===== config.mk =====
export PLATFORM = sky130hd
export DESIGN_NAME = reset_sequencer
export DESIGN_NICKNAME = d
export VERILOG_FILES = /design/src/rtl/reset_seq_pkg.sv /design/src/rtl/reset_seq_lock_filter.sv /design/src/rtl/reset_sequencer.sv
export SDC_FILE = /design/constraint.sdc
export NUM_CORES = 1
export LEC_CHECK = 0
export CAP_MARGIN = 20
export CORE_UTILIZATION = 45
export DETAILED_ROUTE_END_ITERATION = 8
export PLACE_DENSITY = 0.62
export SLEW_MARGIN = 20
export SYNTH_ARGS = -nofsm -noshare
export SYNTH_HDL_FRONTEND = slang
export SYNTH_HIERARCHICAL = 1
export SYNTH_SLANG_ARGS = --single-unit

===== constraint.sdc =====
create_clock -name i_clk -period 3.35 [get_ports i_clk]
set_input_delay 0.67 -clock i_clk [delete_from_list [all_inputs] [get_ports i_clk]]
set_output_delay 0.67 -clock i_clk [all_outputs]
set_load 0.01 [all_outputs]

===== src/rtl/reset_seq_pkg.sv =====
// Shared types and elaboration helpers for the reset sequencer slice.
package reset_seq_pkg;

    typedef enum logic [2:0] {
        WAIT_LOCK,
        SETTLE,
        RELEASE,
        WAIT_RDY,
        DONE,
        FAULT
    } rst_seq_state_t;

    localparam int MAX_STAGES = 16;

    // Bits needed to hold values 0..max_val, never less than one.
    function automatic int width_for(input int max_val);
        return (max_val < 1) ? 1 : $clog2(max_val + 1);
    endfunction

    function automatic int max_int(input int a, input int b);
        return (a > b) ? a : b;
    endfunction

endpackage


===== src/rtl/reset_seq_lock_filter.sv =====
// Accepts PLL lock only after LOCK_FILTER_CLKS consecutive locked cycles.
module reset_seq_lock_filter
    import reset_seq_pkg::*;
#(
    parameter int LOCK_FILTER_CLKS = 8
) (
    input  logic i_clk,
    input  logic i_ext_arst_n,
    input  logic i_pll_locked,
    input  logic i_clear,
    output logic o_lock_ok
);

    localparam int CNT_W = width_for(LOCK_FILTER_CLKS);
    localparam logic [CNT_W-1:0] CNT_MAX = CNT_W'(LOCK_FILTER_CLKS);

    logic [CNT_W-1:0] cnt_q;

    // Saturates at CNT_MAX so lock_ok stays asserted while lock holds.
    always_ff @(posedge i_clk or negedge i_ext_arst_n) begin
        if (!i_ext_arst_n) begin
            cnt_q <= '0;
        end else if (i_clear || !i_pll_locked) begin
            cnt_q <= '0;
        end else if (cnt_q != CNT_MAX) begin
            cnt_q <= cnt_q + 1'b1;
        end
    end

    assign o_lock_ok = (cnt_q == CNT_MAX);

endmodule


===== src/rtl/reset_sequencer.sv =====
// Releases per-domain reset holds in order once PLL lock is trusted,
// re-entering full reset on lock loss or software request.
module reset_sequencer
    import reset_seq_pkg::*;
#(
    parameter int NUM_STAGES       = 4,
    parameter int LOCK_FILTER_CLKS = 8,
    parameter int SETTLE_CLKS      = 16,
    parameter int TIMEOUT_CLKS     = 65535
) (
    input  logic                                                 i_clk,
    input  logic                                                 i_ext_arst_n,
    input  logic                                                 i_pll_locked,
    input  logic                                                 i_sw_reset_req,
    input  logic [NUM_STAGES-1:0]                                i_stage_ready,
    output logic [NUM_STAGES-1:0]                                o_stage_rst,
    output logic                                                 o_all_ready,
    output logic                                                 o_fault,
    output logic [((NUM_STAGES > 1) ? $clog2(NUM_STAGES) : 1)-1:0] o_fault_stage,
    output logic                                                 o_busy
);

    localparam int STG_W = (NUM_STAGES > 1) ? $clog2(NUM_STAGES) : 1;
    localparam int TMR_W = width_for(max_int(TIMEOUT_CLKS, SETTLE_CLKS));

    localparam logic [STG_W-1:0] LAST_STG  = STG_W'(NUM_STAGES - 1);
    localparam logic [TMR_W-1:0] SETTLE_T  = TMR_W'(SETTLE_CLKS);
    localparam logic [TMR_W-1:0] TIMEOUT_T = TMR_W'(TIMEOUT_CLKS - 1);

    if (NUM_STAGES < 1 || NUM_STAGES > MAX_STAGES) begin : g_bad_num_stages
        $error("reset_sequencer: NUM_STAGES must be 1..%0d", MAX_STAGES);
    end
    if (LOCK_FILTER_CLKS < 1 || TIMEOUT_CLKS < 1 || SETTLE_CLKS < 0) begin : g_bad_timing
        $error("reset_sequencer: timing parameter out of range");
    end

    rst_seq_state_t         state_q, state_d;
    logic [TMR_W-1:0]       timer_q, timer_d;
    logic [STG_W-1:0]       stg_q, stg_d;
    logic [NUM_STAGES-1:0]  rst_q, rst_d;
    logic                   all_rdy_q, all_rdy_d;
    logic                   fault_q, fault_d;
    logic [STG_W-1:0]       fstg_q, fstg_d;
    logic                   busy_q, busy_d;
    logic                   lock_ok;
    logic                   lock_clr;
    logic                   restart;

    function automatic logic [TMR_W-1:0] sat_inc(input logic [TMR_W-1:0] t);
        return (t == '1) ? t : t + 1'b1;
    endfunction

    function automatic logic [STG_W-1:0] lowest_clear(input logic [NUM_STAGES-1:0] v);
        logic [STG_W-1:0] idx;
        idx = '0;
        for (int i = NUM_STAGES - 1; i >= 0; i--) begin
            if (!v[i]) idx = STG_W'(i);
        end
        return idx;
    endfunction

    reset_seq_lock_filter #(
        .LOCK_FILTER_CLKS (LOCK_FILTER_CLKS)
    ) u_lock_filter (
        .i_clk        (i_clk),
        .i_ext_arst_n (i_ext_arst_n),
        .i_pll_locked (i_pll_locked),
        .i_clear      (lock_clr),
        .o_lock_ok    (lock_ok)
    );

    // Lock loss is ignored in WAIT_LOCK (nothing released) and FAULT (fault must persist).
    assign restart = i_sw_reset_req ||
                     (!i_pll_locked && state_q != WAIT_LOCK && state_q != FAULT);

    always_comb begin
        state_d   = state_q;
        timer_d   = timer_q;
        stg_d     = stg_q;
        rst_d     = rst_q;
        all_rdy_d = 1'b0;
        fault_d   = fault_q;
        fstg_d    = fstg_q;
        busy_d    = 1'b1;
        lock_clr  = 1'b0;

        case (state_q)
            WAIT_LOCK: begin
                rst_d = '1;
                if (lock_ok) begin
                    state_d = SETTLE;
                    timer_d = '0;
                end
            end
            SETTLE: begin
                rst_d = '1;
                if (timer_q == SETTLE_T) begin
                    state_d = RELEASE;
                    stg_d   = '0;
                end else begin
                    timer_d = sat_inc(timer_q);
                end
            end
            RELEASE: begin
                rst_d[stg_q] = 1'b0;
                timer_d      = '0;
                state_d      = WAIT_RDY;
            end
            WAIT_RDY: begin
                if (i_stage_ready[stg_q]) begin
                    if (stg_q == LAST_STG) begin
                        state_d = DONE;
                    end else begin
                        stg_d   = stg_q + 1'b1;
                        state_d = RELEASE;
                    end
                end else if (timer_q == TIMEOUT_T) begin
                    state_d = FAULT;
                    rst_d   = '1;
                    fault_d = 1'b1;
                    fstg_d  = stg_q;
                    busy_d  = 1'b0;
                end else begin
                    timer_d = sat_inc(timer_q);
                end
            end
            DONE: begin
                all_rdy_d = 1'b1;
                busy_d    = 1'b0;
                if (!(&i_stage_ready)) begin
                    state_d   = FAULT;
                    rst_d     = '1;
                    all_rdy_d = 1'b0;
                    fault_d   = 1'b1;
                    fstg_d    = lowest_clear(i_stage_ready);
                end
            end
            FAULT: begin
                rst_d  = '1;
                busy_d = 1'b0;
            end
            default: begin
                state_d = WAIT_LOCK;
                rst_d   = '1;
            end
        endcase

        // Overrides win over any ready/timeout decision taken above.
        if (restart) begin
            state_d   = WAIT_LOCK;
            timer_d   = '0;
            stg_d     = '0;
            rst_d     = '1;
            all_rdy_d = 1'b0;
            busy_d    = 1'b1;
            lock_clr  = 1'b1;
            if (i_sw_reset_req) begin
                fault_d = 1'b0;
                fstg_d  = '0;
            end
        end
    end

    always_ff @(posedge i_clk or negedge i_ext_arst_n) begin
        if (!i_ext_arst_n) begin
            state_q   <= WAIT_LOCK;
            timer_q   <= '0;
            stg_q     <= '0;
            rst_q     <= '1;
            all_rdy_q <= 1'b0;
            fault_q   <= 1'b0;
            fstg_q    <= '0;
            busy_q    <= 1'b1;
        end else begin
            state_q   <= state_d;
            timer_q   <= timer_d;
            stg_q     <= stg_d;
            rst_q     <= rst_d;
            all_rdy_q <= all_rdy_d;
            fault_q   <= fault_d;
            fstg_q    <= fstg_d;
            busy_q    <= busy_d;
        end
    end

    assign o_stage_rst   = rst_q;
    assign o_all_ready   = all_rdy_q;
    assign o_fault       = fault_q;
    assign o_fault_stage = fstg_q;
    assign o_busy        = busy_q;

endmodule


==> metrics.cfg <==
[timing]
final_hold_viol_count = 0
worst_slew_pin_slew_ps = 757
min_period_ps = 2500
relSlewSlack = 0.495
fin_skew_ps = 7.68
fin_ws_ps = 854
setup_viol_count_final = 0
fmax_mhz = 401
setup_tns_ps = 0
min_period_over_period = 0.745
slew_viol_final = 0
hold_ws_ps = 460
rsz0062_at_grt = no

[setup_path]
crit_required_ps = 3500
cpLargestDelayFamily = compound AO/OA/AOI/OAI gates
critical_path.max_stage_delay_ps = 560
r2r-end = timer_q[15]
end_kind = flop
ff2ff_setup_slack_ps = 1010
cp_common_cell = o21ai_0
cp_data_arrival_time_ps = 2650
cp_max_fo = 15
r2r-start = timer_q[1]
path_cells = clkdlybuf4s50_1, mux4_2, o21ai_4, a41oi_4, o21ai_0, o21ai_0
cp_slowest_cell = mux4_2
crit_buf_inv = 1
critPathKind = in2reg
start_kind = input port
ff2ff_path_depth = 8

[logic_synthesis]
async_reset_ff_frac = 1.00
synth_edf_count = 0
synth_top_area_share = 0.317
ys_seq_area_frac = 0.374
yosys_warnings = 6
avgSynthCellArea_um2 = 9.39
syn_area_um2 = 2290
synth_ff_type = dfrtp_1
synth_cell_types = 59
synthesis.nets = 261
syn_inst = 244
yosysTopAreaCell = dfrtp_1
synth.area.top_cells = dfrtp_1 32%, dfstp_2 5.7%, ha_1 4.9%, nor2_1 4.4%, o31ai_1 3.3%
synth_seq_cells = 34

[clocking]
cts_hold_buf = 0
cts-root-buf = clkbuf_8
clkTransAtPathRegs_ps = 70
worstSkewPairLatency_ps = 270
cts_tree = built
numCtsBuffers = 5
htree_levels = 2
post_cts_buffers = 0
cts_resized = 0
clkSinkCount = 34
clk_path_buf_depth = 2

[pwr]
powerDensity_nw_per_um2 = 402
power_w = 0.00101
leakage_nw = 0.997
max-vdd-ir-drop_v = 0.000236

[detailed_routing]
drcViolationCount = 0
drt_first_pass_iters = 4
vias = 1858
via_per_inst = 5.75
drt_iter0_drc = 92
post_drt_wl_per_cell_um = 15.0
totalWireLength_um = 4850
antenna_left = 0

[place]
portBuffers = 16
gp_congestion = 0.874
pre_cts_ws_ps = 599
dp.cells = 315
dp.final_hpwl_um = 3400

[final_layout]
num_antenna_cells = 0
area_growth_pct = 9.89
final_cell_mix = 29 x dfrtp_1, 27 x nor2_1, 17 x nand2_1
fin_cells = 323
mostFrequentLayoutCell = dfrtp_1
drive_gt1_frac = 0.133
nets = 272

[die]
placementRows = 25
fp.dieH_um = 73.4
core_area_um2 = 4820
die_w_um = 73.4
start_util = 0.476
ioPinCount = 17
dieArea_um2 = 5380

[global_route]
grt_pass1_wl_um = 8380
antenna_found_initial = 0
grt_usage = 0.202
grt_overflow = 0
grt_start_max_net_pins = 35
grt_pass1_vias = 1693

[status]
outcome = completed

[hold_path]
hold_path.class = in2async

[job]
max-cap-violations = 0

-- final cells by class --
cell class                 instances  area (um2)
fill                             461        2300
sequential                        34         857
timing repair buffer              18         170
clock buffer                       8        90.1
multi-input combinational        188        1290
inverter                           8        30.0
tap                               67        83.8
-- cells in the mapped netlist (all sizes together), types with 5 or more instances --
master  count
nand4       9
dfstp       5
a21oi       8
nand3      14
nor2       27
buf         9
o21ai      21
and3        7
nand3b      5
o31ai      10
nor3        7
ha          9
dfrtp      29
inv         8
clkbuf      5
a31oi       7
nand2      17
-- how the worst max path moves through the flow --
stage / start / endpoint / slack (ps) / cells past startpoint
6_report: i_stage_ready[0] / timer_q[4] / 850 / 6
5_1_grt: i_stage_ready[1] / timer_q[11] / 700 / 6
4_1_cts: i_stage_ready[0] / timer_q[4] / 870 / 6
3_5_place_dp: i_stage_ready[0] / timer_q[5] / 600 / 6
3_3_place_gp: i_stage_ready[1] / timer_q[15] / 620 / 6
2_1_floorplan: i_stage_ready[3] / timer_q[11] / 1220 / 6
-- flip-flops by register name, indices dropped and copies added, names as in the netlist --
name / flops
o_stage_rst: 4
o_busy: 1
stg_q: 2
u_lock_filter/cnt_q: 4
o_fault_stage: 2
o_fault: 1
state_q: 3
timer_q: 16
o_all_ready: 1
-- routing by layer --
| metal | share of wire | wire length [um] | up-vias | global-route usage |
|---|---|---|---|---|
| met3 | 0.029 | 142 | 2 | 0.0425 |
| met5 | 0 | 0 | - | 0 |
| met1 | 0.53 | 2580 | 902 | 0.312 |
| met2 | 0.43 | 2100 | 32 | 0.289 |
| met4 | 0.0064 | 31 | 0 | 0.0449 |
| li1 | - | - | 922 | - |
-- worst register-to-register path: cells and delay by family, from the launching register on --
kind	cells	cell delay, ps
adder cells (fa/ha/maj)	1	160
AO/OA/AOI/OAI	3	680
buffers and inverters	1	120
flip-flops	1	430
AND/OR/NAND/NOR	3	850
-- power by group --
part           switching (W)  internal (W)  total (W)
combinational       0.000136      0.000103   0.000239
clock               0.000139      0.000168   0.000307
sequential         0.0000347      0.000431   0.000466
total               0.000310      0.000701    0.00101
-- per-stage QoR --
step | instance area, um2 | util
floorplan | 2290 | -
global placement | 2430 | 0.504
detailed placement | 2430 | 0.504
CTS | 2520 | 0.523
global route | 2520 | 0.523
finish | 2520 | 0.523
-- logic make-up after synthesis --
group | Yosys count | share of synthesized area
flops | 34 | 0.374
fa+ha+maj | 9 | 0.0492
xor+xnor | 1 | 0.00382
mux | 5 | 0.0273
simple gates | 109 | 0.281
compound gates | 64 | 0.200
buf+inv | 22 | 0.0644
Note: power is estimated with default switching activity, not from simulation.
